--- src/rtl/rr_arbiter_4to1_32.sv ---
// Round-robin arbiter: four 32-bit requesters share one registered valid/ready output stage.
// The winner is picked by a rotating priority pointer and routed through a 4:1 word mux.
module rr_arbiter_4to1_32 #(
    parameter logic [1:0] PRIO_RESET = 2'd0
) (
    input  logic        clk,
    input  logic        rst_n,
    input  logic [3:0]  req,
    input  logic [31:0] a_data,
    input  logic [31:0] b_data,
    input  logic [31:0] c_data,
    input  logic [31:0] d_data,
    output logic [3:0]  gnt,
    output logic        out_valid,
    input  logic        out_ready,
    output logic [31:0] out_data,
    output logic [1:0]  out_src,
    output logic [15:0] xfer_count
);

    typedef enum logic {EMPTY = 1'b0, FULL = 1'b1} state_t;

    state_t      state_q, state_d;
    logic [1:0]  ptr_q, ptr_d;
    logic [31:0] data_q, data_d;
    logic [1:0]  src_q, src_d;
    logic [15:0] cnt_q, cnt_d;

    logic [1:0]  idx;
    logic [1:0]  cand;
    logic        found;
    logic [31:0] mux_out;
    logic        accept;
    logic        load;

    // load is gated by rst_n so no grant can escape while reset is held
    assign accept = (state_q == FULL) & out_ready;
    assign load   = rst_n & (|req) & ((state_q == EMPTY) | out_ready);

    always_comb begin
        idx   = ptr_q;
        cand  = ptr_q;
        found = 1'b0;
        for (int i = 0; i < 4; i++) begin
            cand = ptr_q + 2'(i);
            if (!found && req[cand]) begin
                idx   = cand;
                found = 1'b1;
            end
        end
    end

    // mux_4to1_32: word select driven by the arbitration winner
    always_comb begin
        case (idx)
            2'd0:    mux_out = a_data;
            2'd1:    mux_out = b_data;
            2'd2:    mux_out = c_data;
            default: mux_out = d_data;
        endcase
    end

    always_ff @(posedge clk or negedge rst_n) begin
        if (!rst_n) begin
            state_q <= EMPTY;
            ptr_q   <= PRIO_RESET;
            data_q  <= '0;
            src_q   <= '0;
            cnt_q   <= '0;
        end else begin
            state_q <= state_d;
            ptr_q   <= ptr_d;
            data_q  <= data_d;
            src_q   <= src_d;
            cnt_q   <= cnt_d;
        end
    end

    always_comb begin
        state_d = state_q;
        case (state_q)
            EMPTY: if (load) state_d = FULL;
            FULL:  if (accept && !load) state_d = EMPTY;
            default: state_d = EMPTY;
        endcase
    end

    always_comb begin
        ptr_d  = ptr_q;
        data_d = data_q;
        src_d  = src_q;
        cnt_d  = cnt_q;
        if (load) begin
            ptr_d  = idx + 2'd1;
            data_d = mux_out;
            src_d  = idx;
        end
        if (accept) cnt_d = cnt_q + 16'd1;
    end

    always_comb begin
        gnt = 4'b0000;
        if (load) gnt[idx] = 1'b1;
        out_valid  = (state_q == FULL);
        out_data   = data_q;
        out_src    = src_q;
        xfer_count = cnt_q;
    end

endmodule

--- config.mk ---
export PLATFORM = sky130hd
export DESIGN_NAME = rr_arbiter_4to1_32
export DESIGN_NICKNAME = d
export VERILOG_FILES = /design/src/rtl/rr_arbiter_4to1_32.sv
export SDC_FILE = /design/constraint.sdc
export NUM_CORES = 1
export LEC_CHECK = 0
export CAP_MARGIN = 0
export CORE_ASPECT_RATIO = 1.5
export CORE_UTILIZATION = 37
export CTS_BUF_LIST = sky130_fd_sc_hd__clkbuf_4
export DETAILED_ROUTE_END_ITERATION = 8
export PLACE_DENSITY = 0.9
export SLEW_MARGIN = 30
export SYNTH_ARGS = -nofsm -noshare
export SYNTH_HDL_FRONTEND = slang
export SYNTH_SLANG_ARGS = --single-unit
--- constraint.sdc ---
create_clock -name clk -period 2.9 [get_ports clk]
set_clock_uncertainty 0.2 [all_clocks]
set_input_delay 0.58 -clock clk [delete_from_list [all_inputs] [get_ports clk]]
set_output_delay 0.58 -clock clk [all_outputs]
set_load 0.02 [all_outputs]
=== Word level (Yosys, flattened, before mapping) ===
Cells that the tools add are included.

* Register bits: 53
* Input bits: 135
* Output and inout bits: 55
* Logic and storage cells: 55

* $add $sub $neg: 5
* Magnitude comparators: 6
* Equality and inequality tests: 2
* Multiplexer cells: 21
* Bitwise logic cells: 5
* Reduce and logical (&&, ||, !) cells: 11

{| class="wikitable"
|+ Operator list
! kind !! number
|-
| 32-bit case mux with 3 select lines || 1
|-
| 16-bit by 1-bit adder with 16-bit output (second input constant) || 1
|-
| 2-bit by 3-bit less-than comparator with 1-bit output (second input constant) || 5
|-
| 1-bit 2-to-1 mux || 10
|-
| 1-bit binary-select mux with 2-bit select || 4
|-
| 2-bit 2-to-1 mux || 3
|-
| 1-bit logical AND || 5
|-
| 2-bit by 1-bit adder with 2-bit output (second input constant) || 2
|-
| 2-bit adder (second input constant) || 2
|-
| 1-bit logical NOT || 4
|-
| 4-bit 2-to-1 mux || 1
|-
| 4-bit OR reduction || 1
|-
| 1-bit bitwise AND || 3
|-
| 1-bit demux with 2-bit select || 1
|-
| 2-bit by 1-bit == test with 1-bit output (second input constant) || 1
|-
| 2-bit == test (second input constant) || 1
|-
| 2-bit by 1-bit greater-or-equal comparator with 1-bit output (second input constant) || 1
|-
| 2-bit logical NOT || 1
|-
| 1-bit case mux with 2 select lines || 1
|-
| 1-bit NOT || 1
|-
| 1-bit OR || 1
|}

=== Longest topological paths before layout ===
Gate-level depths: netlist of run 1.

* Depth in word-level cells: 17
* Gate-level depth with buffers: 11
* Mapped depth without buffers: 9

=== Least setup slack after synthesis of run 1 ===
No wires, ideal clock.

* Path kind: input-to-output
* Start point: in req[0]
* End point: out gnt[2]
* Data arrival time: 2,174 ps
* Data required time: 2,120 ps
* Path slack: -54 ps
* Stages on the path: 8
* Buffers on the path: 2
* Path through: nor3b_1 -> o22ai_1 -> a2bb2oi_1 -> ha_1 -> clkbuf_1 -> clkbuf_1 -> inv_1 -> nor2_1

* Longest elaborated chain between the ends: 17
* Elaborated cells between the ends (all ways): 29
* Those cells by class: 2 x order compare; 17 x mux; 2 x bitwise; 8 x reduce/logical

{| class="wikitable"
|+ RTL lines
! what !! line !! RTL
|-
| start, declared || 8 || <nowiki>input logic [3:0] req,</nowiki>
|-
| 1-bit binary-select mux with 2-bit select || 46 || <nowiki>if (!found && req[cand]) begin</nowiki>
|-
| 1-bit 2-to-1 mux (not written as such) || 46 ||
|-
| 1-bit 2-to-1 mux || 46 ||
|-
| 1-bit logical NOT || 46 ||
|-
| 1-bit logical AND || 46 ||
|-
| 1-bit 2-to-1 mux || 46 ||
|-
| 1-bit logical NOT || 46 ||
|-
| 1-bit logical AND || 46 ||
|-
| [... 2 more ...] || -- ||
|-
| 1-bit logical AND || 46 ||
|-
| 2-bit 2-to-1 mux * || 46 ||
|-
| named net idx[1] || 29 || <nowiki>logic [1:0] idx;</nowiki>
|-
| 2-bit by 3-bit less-than comparator with 1-bit output (not written as such) / 2-bit by 1-bit greater-or-equal comparator with 1-bit output (equally long branches) || 103 || <nowiki>if (load) gnt[idx] = 1'b1;</nowiki>
|-
| 1-bit logical AND (not written as such) || 103 ||
|-
| 1-bit 2-to-1 mux (not written as such) || 103 ||
|-
| 1-bit demux with 2-bit select * || 103 ||
|-
| 4-bit 2-to-1 mux * || 103 ||
|-
| end, declared || 13 || <nowiki>output logic [3:0] gnt,</nowiki>
|}

Mark *: on every way through the listed nets, which the timed path passes. The rest lies on a longest branch. The select of a mux whose other input is x is not followed.

=== Worst setup path in the final report of run 1 ===
* Start point: in req[1]
* End point: out gnt[1]

Same word-level chain as after synthesis.

==> flow_metrics.env, run 1 <==
export IMPL_synthTopCellsByArea="dfrtp_1 46%, a222oi_1 11%, a21oi_1 6.2%"
export IMPL_drtIter0Drc=214
export IMPL_clk_pin_slew_ps=140
export IMPL_n_antenna_cell=0
export IMPL_ir_drop_v=0.000445
export IMPL_p_clk_frac=0.080
export IMPL_crit_slowest_cell="dlygate4sd2_1"
export IMPL_cp_data_required_time_ps=2120
export IMPL_start_util=0.382
export IMPL_rsz0062_at_grt="no"
export IMPL_synth_avg_cell_area_um2=8.97
export IMPL_dp_cells=604
export IMPL_cpPeakStageDelay_ps=300
export IMPL_worst_slew_pin_slew_ps=673
export IMPL_synth_nets=465
export IMPL_relSlewSlack=0.551
export IMPL_insertion_delay_ps=350
export IMPL_mostFrequentLayoutCells="180 x clkdlybuf4s50_1, 52 x dfrtp_1, 44 x nand2_1"
export IMPL_area_growth_pct=74.2
export IMPL_drive_above_1_share=0.0973
export IMPL_p_total_mw=4.18
export IMPL_nNetsFinal=654
export IMPL_cp_data_arrival_time_ps=2040
export IMPL_fp_dieH_um=111
export IMPL_syn_cell_area_um2=2910
export IMPL_cp_start_kind="input pin"
export IMPL_setup_violations=0
export IMPL_clock_sinks=53
export IMPL_synth_edf_count=0
export IMPL_grtUsageTotal=0.233
export IMPL_grt_max_degree=70
export IMPL_cts_buffer_depth=2
export IMPL_fin_util=0.666
export IMPL_grt_pass1_vias=3195
export IMPL_antenna_left=0
export IMPL_r2r_start="ptr_q[1]"
export IMPL_worstPathCellList="dlygate4sd2_1 > buf_4 > a21oi_1 > a2bb2oi_1 > buf_4 > inv_1 > ha_2 > inv_1 > nor2_1 > buf_4"
export IMPL_swShare=0.420
export IMPL_design_core_area_um2=7610
export IMPL_numCtsBuffers=5
export IMPL_async_reset_ff_frac=1.00
export IMPL_place_hpwl_um=7390
export IMPL_min_period_over_period=0.971
export IMPL_crit_fanout=5
export IMPL_syn_inst=324
export IMPL_worstHoldPathType="in2async"
export IMPL_slew_viol_final=0
export IMPL_drt_vias_per_instance=5.24
export IMPL_grt_pass1_wl_um=14900
export IMPL_fill_cells=631
export IMPL_power_switching_mw=1.76
export IMPL_status="complete, no violations"
export IMPL_cts_tree="built"
export IMPL_internal_power_mw=2.42
export IMPL_htree_levels=2
export IMPL_rr_worst_depth=11
export IMPL_grt_overflow=0
export IMPL_synth_flop_cell="dfrtp_1"
export IMPL_drv_cap=0
export IMPL_dr_pass1_iters=8
export IMPL_vias=3227
export IMPL_final_common_cell="clkdlybuf4s50_1"
export IMPL_drc=0
export IMPL_crit_top_cell="buf_4"
export IMPL_die_area_um2=8220
export IMPL_ys_seq_area_frac=0.456
export IMPL_hold_viol=0
export IMPL_finalCriticalPeriod_ps=2820
export IMPL_synth_cell_type_count=28
export IMPL_grt_antenna_before_repair=0
export IMPL_yosys_area_top_type="dfrtp_1"
export IMPL_wl_um=9700
export IMPL_endpoint_kind="primary output"
export IMPL_pin_count=190
export IMPL_power_density_nw_per_um2=825
export IMPL_gp_congestion=0.840
export IMPL_yosysWarnings=0
export IMPL_crit_type="in2out"
export IMPL_cts_root_buffer="clkbuf_4"
export IMPL_reg2reg_slack_ps=330
export IMPL_netlist_area_leader_share=0.456
export IMPL_ys_ff_latch=53
export IMPL_fp_dieW_um=74.4
export IMPL_post_drt_wl_per_cell_um=15.8
export IMPL_seqPwrFrac=0.295
export IMPL_hold_ws_ps=163
export IMPL_pwr_share_comb=0.625
export IMPL_rows=39
export IMPL_clock_fmax_mhz=355
export IMPL_final_cells=616
export IMPL_p_leak_nw=2.08
export IMPL_port_buffers=189
export IMPL_worstReg2RegEnd="out_data[8]"
-- worst max-delay path, delay by kind of cell --
| family | cells | cell delay [ps] |
|---|---|---|
| AND/OR/NAND/NOR | 1 | 40 |
| buffers and inverters | 6 | 890 |
| AO/OA/AOI/OAI | 2 | 310 |
| adder cells (fa/ha/maj) | 1 | 210 |
-- power groups by stage --
stage / Clock, mW / Sequential, mW / Combinational, mW
2_1_floorplan: 0 / 1.58 / 0.995
3_3_place_gp: 0 / 1.23 / 2.41
3_5_place_dp: 0 / 1.25 / 2.47
4_1_cts: 0.354 / 1.23 / 2.49
5_1_grt: 0.380 / 1.27 / 2.83
6_report: 0.334 / 1.23 / 2.61
-- metal layers --
| metal | GRT usage | routed length (um) |
|---|---|---|
| met1 | 0.258 | 3640 |
| met2 | 0.431 | 5180 |
| met3 | 0.0511 | 718 |
| met4 | 0.0579 | 163 |
| met5 | 0 | 0 |
-- cell usage after synthesis, types with 2 or more instances --
library cell / number
dfrtp_1: 53
nand2_1: 44
nor2_1: 40
a21oi_1: 36
a222oi_1: 32
o21ai_0: 26
clkbuf_1: 18
xnor2_1: 12
inv_1: 9
o21ai_1: 8
nand3_1: 7
ha_1: 6
buf_4: 4
buf_6: 4
mux2_2: 4
nand4_1: 3
nor3_1: 3
xor2_1: 3
nand2b_1: 2
nor2b_1: 2
-- metrics by stage --
stage	TNS, ps	worst slack (ps)	instance area (um2)
2_1_floorplan	0	7.78	2910
6_report	0	82.9	5070
3_5_place_dp	-19790	-709	4930
5_1_grt	0	13.2	5070
3_3_place_gp	-14000	-579	4930
4_1_cts	0	49.5	4990
-- how the worst max path moves through the flow --
| stage | startpoint | to | slack (ps) | depth (start not counted) |
|---|---|---|---|---|
| after floorplan | req[0] | gnt[2] | 8 | 8 |
| after global placement | req[0] | gnt[2] | -580 | 10 |
| after detailed placement | req[0] | gnt[0] | -710 | 8 |
| after CTS | req[0] | gnt[1] | 50 | 11 |
| after global routing | ptr_q[1] | gnt[1] | 10 | 9 |
| final | req[1] | gnt[1] | 80 | 10 |
-- timing repair --
item	4_1_cts	5_1_grt
hold buffers	0	0
endpoints found under the setup margin	36	6
hold endpoints to repair	0	0
setup buffers	1	2
pin swaps	2	6
resized for setup	25	14
gates cloned	0	1
-- logic make-up (layout without fill, tap and decap cells) --
kind of cell	after synthesis	after routing	synth area share
AND/OR/NAND/NOR	104	104	0.151
multiplexers	4	4	0.0155
XOR/XNOR	15	15	0.0452
AO/OA/AOI/OAI	106	106	0.244
flip-flops	53	53	0.456
buffers and inverters	36	226	0.0624
adder cells (fa/ha/maj)	6	6	0.0258
-- layout make-up --
class | instances | area [um2] | share of cell area
clock buffer | 8 | 60.1 | 0.0119
inverter | 9 | 33.8 | 0.00667
multi-input combinational | 235 | 1440 | 0.284
sequential | 53 | 1330 | 0.262
tap | 102 | 128 | 0.0252
timing repair buffer | 209 | 2080 | 0.411
-- flip-flops by register name (all words and copies together) (netlist names) --
register,flops
out_data,32
xfer_count,16
out_src,2
ptr_q,2
out_valid,1
(Power assumes the default switching activity.)
==> inputs of run 2 (changes only) <==
- GPL_TIMING_DRIVEN: default -> 0
- SKIP_CTS_REPAIR_TIMING: default -> 1
- SLEW_MARGIN: 30 -> default
==> flow_metrics.env, run 2 (same netlist as run 1, synthesis figures left out) <==
export IMPL_final_setup_tns_ps=0
export IMPL_worstPathCellList="nor3b_4 > o22ai_2 > a2bb2oi_4 > inv_2 > ha_4 > buf_8 > inv_1 > nor2_1 > buf_4"
export IMPL_min_period_over_period=0.991
export IMPL_clock_sinks=53
export IMPL_start_util=0.382
export IMPL_fin_util=0.684
export IMPL_worstHoldPathType="in2async"
export IMPL_die_area_um2=8220
export IMPL_cts_buffer_depth=2
export IMPL_endpoint_kind="primary output"
export IMPL_port_buffers=189
export IMPL_wl_um=10900
export IMPL_vias=3431
export IMPL_drv_cap=0
export IMPL_power_density_nw_per_um2=830
export IMPL_cp_depth=9
export IMPL_cpPeakStageDelay_ps=480
export IMPL_place_hpwl_um=8520
export IMPL_cp_buffers_inverters=4
export IMPL_rsz0062_at_grt="yes"
export IMPL_crit_type="reg2out"
export IMPL_grtUsageTotal=0.264
export IMPL_crit_fanout=7
export IMPL_area_growth_pct=79.1
export IMPL_relSlewSlack=0.491
export IMPL_setup_violations=0
export IMPL_rr_worst_depth=10
export IMPL_cp_data_arrival_time_ps=2090
export IMPL_fp_dieH_um=111
export IMPL_largest_reg_flops=32
export IMPL_design_core_area_um2=7610
export IMPL_finalCriticalPeriod_ps=2870
export IMPL_clk_pin_slew_ps=150
export IMPL_ir_drop_v=0.000489
export IMPL_worst_slew_pin_slew_ps=761
export IMPL_cp_data_required_time_ps=2120
export IMPL_cts_tree="built"
export IMPL_mostFrequentLayoutCells="180 x clkdlybuf4s50_1, 51 x dfrtp_1, 44 x nand2_1"
export IMPL_numCtsBuffers=5
export IMPL_critPathTopFamily="flip-flops"
export IMPL_antenna_left=0
export IMPL_grt_antenna_before_repair=0
export IMPL_dr_pass1_iters=8
export IMPL_grt_pass1_vias=3599
export IMPL_n_antenna_cell=0
export IMPL_htree_levels=2
export IMPL_final_common_cell="clkdlybuf4s50_1"
export IMPL_hold_viol=0
export IMPL_pin_count=190
export IMPL_post_drt_wl_per_cell_um=17.2
export IMPL_drt_vias_per_instance=5.43
export IMPL_gp_congestion=0.890
export IMPL_rows=39
export IMPL_cts_root_buffer="clkbuf_4"
export IMPL_place_area_um2=4940
export IMPL_clock_fmax_mhz=348
export IMPL_drc=0
export IMPL_cp_start_kind="flip-flop"
export IMPL_nNetsFinal=670
export IMPL_grt_pass1_wl_um=16900
export IMPL_grt_overflow=0
export IMPL_crit_slowest_cell="dfrtp_2"
export IMPL_p_leak_nw=2.14
export IMPL_fp_dieW_um=74.4
export IMPL_insertion_delay_ps=360
export IMPL_p_total_mw=4.32
export IMPL_drive_above_1_share=0.119
export IMPL_design_area_um2=5210
export IMPL_drtIter0Drc=244
export IMPL_status="complete, no violations"
export IMPL_slew_viol_final=0
export IMPL_grt_max_degree=37
-- run 2: cell count changes in the layout (fill, tap and decap cells not counted), moves of 3 or more --
cell,delta
buf_12,-3
buf_6,+5
dlygate4sd2_1,-3
clkbuf_4,-3
clkbuf_1,+11
buf_8,+3
-- run 2: stage by stage --
step	hold slack, ps	instances	setup slack, ps
after floorplan	84.4	324	7.78
after global placement	262	615	-2310
after detailed placement	266	616	-1550
after CTS	-57.6	624	-1560
after global routing	7.65	632	-52.9
final	15.3	632	26.5
-- run 2: where the power goes --
part	internal, mW	switching, mW
registers	1.03	0.223
logic	1.30	1.44
clock network	0.0886	0.228
total	2.43	1.90
-- run 2: final timing paths --
check,startpoint,to,slack [ps]
setup reg to reg,ptr_q[1],out_data[23],70
hold reg to reg,xfer_count[15],xfer_count[15],280
min in group clk,xfer_count[15],xfer_count[15],280
hold / removal,rst_n,out_src[0],20
max in group asynchronous,rst_n,xfer_count[15],1330
setup / recovery,ptr_q[1],gnt[0],30
-- run 2: cell type report --
| cell class | instances | area (um2) |
|---|---|---|
| well taps | 102 | 128 |
| clock inverters | 3 | 12.5 |
| repair buffers | 201 | 1980 |
| multi-input cells | 235 | 1520 |
| fillers | 619 | 2400 |
| clock buffers | 5 | 37.5 |
| plain buffers | 24 | 171 |
| inverters | 9 | 33.8 |
| flip-flops and latches | 53 | 1330 |
-- run 2: routing by layer --
metal | track usage | share of wire | wire [um]
met5 | 0 | 0 | 0
met1 | 0.286 | 0.35 | 3830
met2 | 0.474 | 0.54 | 5860
met4 | 0.118 | 0.033 | 356
met3 | 0.0529 | 0.075 | 813
==> inputs of run 3 (changes only) <==
- CORE_ASPECT_RATIO: 1.5 -> 2
- CORE_UTILIZATION: 37 -> 36
- PLACE_DENSITY: 0.9 -> 0.88
- SETUP_SLACK_MARGIN: default -> 0.1
==> flow_metrics.env, run 3 (same netlist as run 1, synthesis figures left out) <==
export IMPL_status="finished, violations left"
export IMPL_violations="setup timing"
export IMPL_largest_reg_flops=32
export IMPL_nNetsFinal=682
export IMPL_cts_buffer_depth=2
export IMPL_worstHoldPathType="in2reg"
export IMPL_relSlewSlack=0.612
export IMPL_clock_sinks=53
export IMPL_min_period_over_period=1.01
export IMPL_grt_pass1_vias=3377
export IMPL_mostFrequentLayoutCells="180 x clkdlybuf4s50_1, 52 x dfrtp_1, 44 x nand2_1"
export IMPL_p_leak_nw=2.24
export IMPL_drive_above_1_share=0.148
export IMPL_pin_count=190
export IMPL_cts_root_buffer="clkbuf_4"
export IMPL_design_area_um2=5360
export IMPL_dp_cells=610
export IMPL_hold_viol=0
export IMPL_finalCriticalPeriod_ps=2930
export IMPL_clk_pin_slew_ps=140
export IMPL_drt_vias_per_instance=5.40
export IMPL_vias=3450
export IMPL_place_hpwl_um=8830
export IMPL_grt_pass1_wl_um=16800
export IMPL_power_density_nw_per_um2=832
export IMPL_setup_violations=1
export IMPL_area_growth_pct=84.3
export IMPL_wl_um=11300
export IMPL_post_drt_wl_per_cell_um=17.8
export IMPL_fill_cells=641
export IMPL_start_util=0.369
export IMPL_dr_pass1_iters=8
export IMPL_crit_type="in2out"
export IMPL_clock_fmax_mhz=342
export IMPL_grtUsageTotal=0.264
export IMPL_layout_setup_ws_ps=-27.2
export IMPL_die_area_um2=8460
export IMPL_port_buffers=189
export IMPL_critPathLaunch="req[1]"
export IMPL_endpoint_kind="primary output"
export IMPL_antenna_left=0
export IMPL_fp_dieW_um=65.6
export IMPL_final_cells=639
export IMPL_worst_slew_pin_slew_ps=577
export IMPL_drtIter0Drc=349
export IMPL_cp_data_required_time_ps=2120
export IMPL_gp_congestion=0.857
export IMPL_grt_max_degree=31
export IMPL_drc=0
export IMPL_place_area_um2=4950
export IMPL_rsz0062_at_grt="yes"
export IMPL_grt_antenna_before_repair=1
export IMPL_numCtsBuffers=5
export IMPL_ir_drop_v=0.000513
export IMPL_reg2reg_slack_ps=190
export IMPL_hold_ws_ps=223
export IMPL_fp_dieH_um=129
export IMPL_final_common_cell="clkdlybuf4s50_1"
export IMPL_slew_viol_final=0
export IMPL_cts_tree="built"
export IMPL_crit_fanout=6
export IMPL_cp_start_kind="input pin"
export IMPL_htree_levels=2
export IMPL_drv_cap=0
export IMPL_grt_overflow=0
export IMPL_insertion_delay_ps=390
export IMPL_rows=46
export IMPL_r2r_start="ptr_q[0]"
export IMPL_design_core_area_um2=7890
export IMPL_cp_data_arrival_time_ps=2150
export IMPL_worstHoldStart="rst_n"
==> run 3: cell count changes in the layout (fill, tap and decap cells not counted), moves of 2 or more <==
cell and delta:
a21oi_1 -2, a21oi_2 +2, clkbuf_1 -3, inv_4 +2
buf_4 +8, inv_1 -2, buf_6 +6, buf_2 -2
==> run 3: metrics by stage <==
| stage | TNS (ps) | utilization | power (mW) | worst slack (ps) |
|---|---|---|---|---|
| 4_1_cts | -16810 | 0.635 | 4.08 | -1470 |
| 2_1_floorplan | 0 | - | 2.58 | 105 |
| 3_3_place_gp | -79940 | 0.625 | 3.67 | -2300 |
| 5_1_grt | -244 | 0.679 | 4.75 | -105 |
| 6_report | -27.2 | 0.679 | 4.46 | -27.2 |
| 3_5_place_dp | -30230 | 0.628 | 3.75 | -1450 |
==> run 3: critical path, cell delays in order <==
cell            delay, ps
dlymetal6s2s_1        300
nor2_1                130
a21oi_2               170
o221ai_4              170
inv_2                 140
ha_4                  140
buf_6                 110
buf_8                 120
inv_4                  30
nor2_2                120
buf_6                 130
==> run 3: per-layer routing <==
| metal | track usage | share of wire | wire length [um] |
|---|---|---|---|
| met1 | 0.278 | 0.34 | 3880 |
| met2 | 0.473 | 0.55 | 6240 |
| met3 | 0.0757 | 0.078 | 889 |
| met4 | 0.116 | 0.030 | 343 |
| met5 | 0 | 0 | 0 |
==> run 3: area by class of cell <==
| cell class | count | area, um2 | share of cell area |
|---|---|---|---|
| Clock buffer | 5 | 37.5 | 0.00701 |
| Tap cell | 96 | 120 | 0.0224 |
| Timing Repair Buffer | 212 | 2100 | 0.392 |
| Clock inverter | 3 | 17.5 | 0.00327 |
| Multi-Input combinational cell | 235 | 1510 | 0.282 |
| Inverter | 9 | 38.8 | 0.00724 |
| Sequential cell | 53 | 1330 | 0.248 |
| Buffer | 25 | 199 | 0.0371 |
| Antenna cell | 1 | 2.50 | 0.000467 |
==> run 3: path summary, 6_finish.rpt <==
check                                      end  cells after the start
min in group asynchronous         out_data[23]                      3
worst min-delay path                 out_valid                      3
max in group asynchronous             ptr_q[1]                      3
worst max-delay path                    gnt[1]                     11
worst max register to register    out_data[18]                     11
worst min register to register  xfer_count[15]                      1
==> run 3: report_power, final <==
part           leakage, nW  internal [mW]  switching [mW]  total, mW
sequential           0.678           1.03           0.220       1.25
combinational         1.53           1.40            1.47       2.87
clock               0.0326         0.0925           0.245      0.337
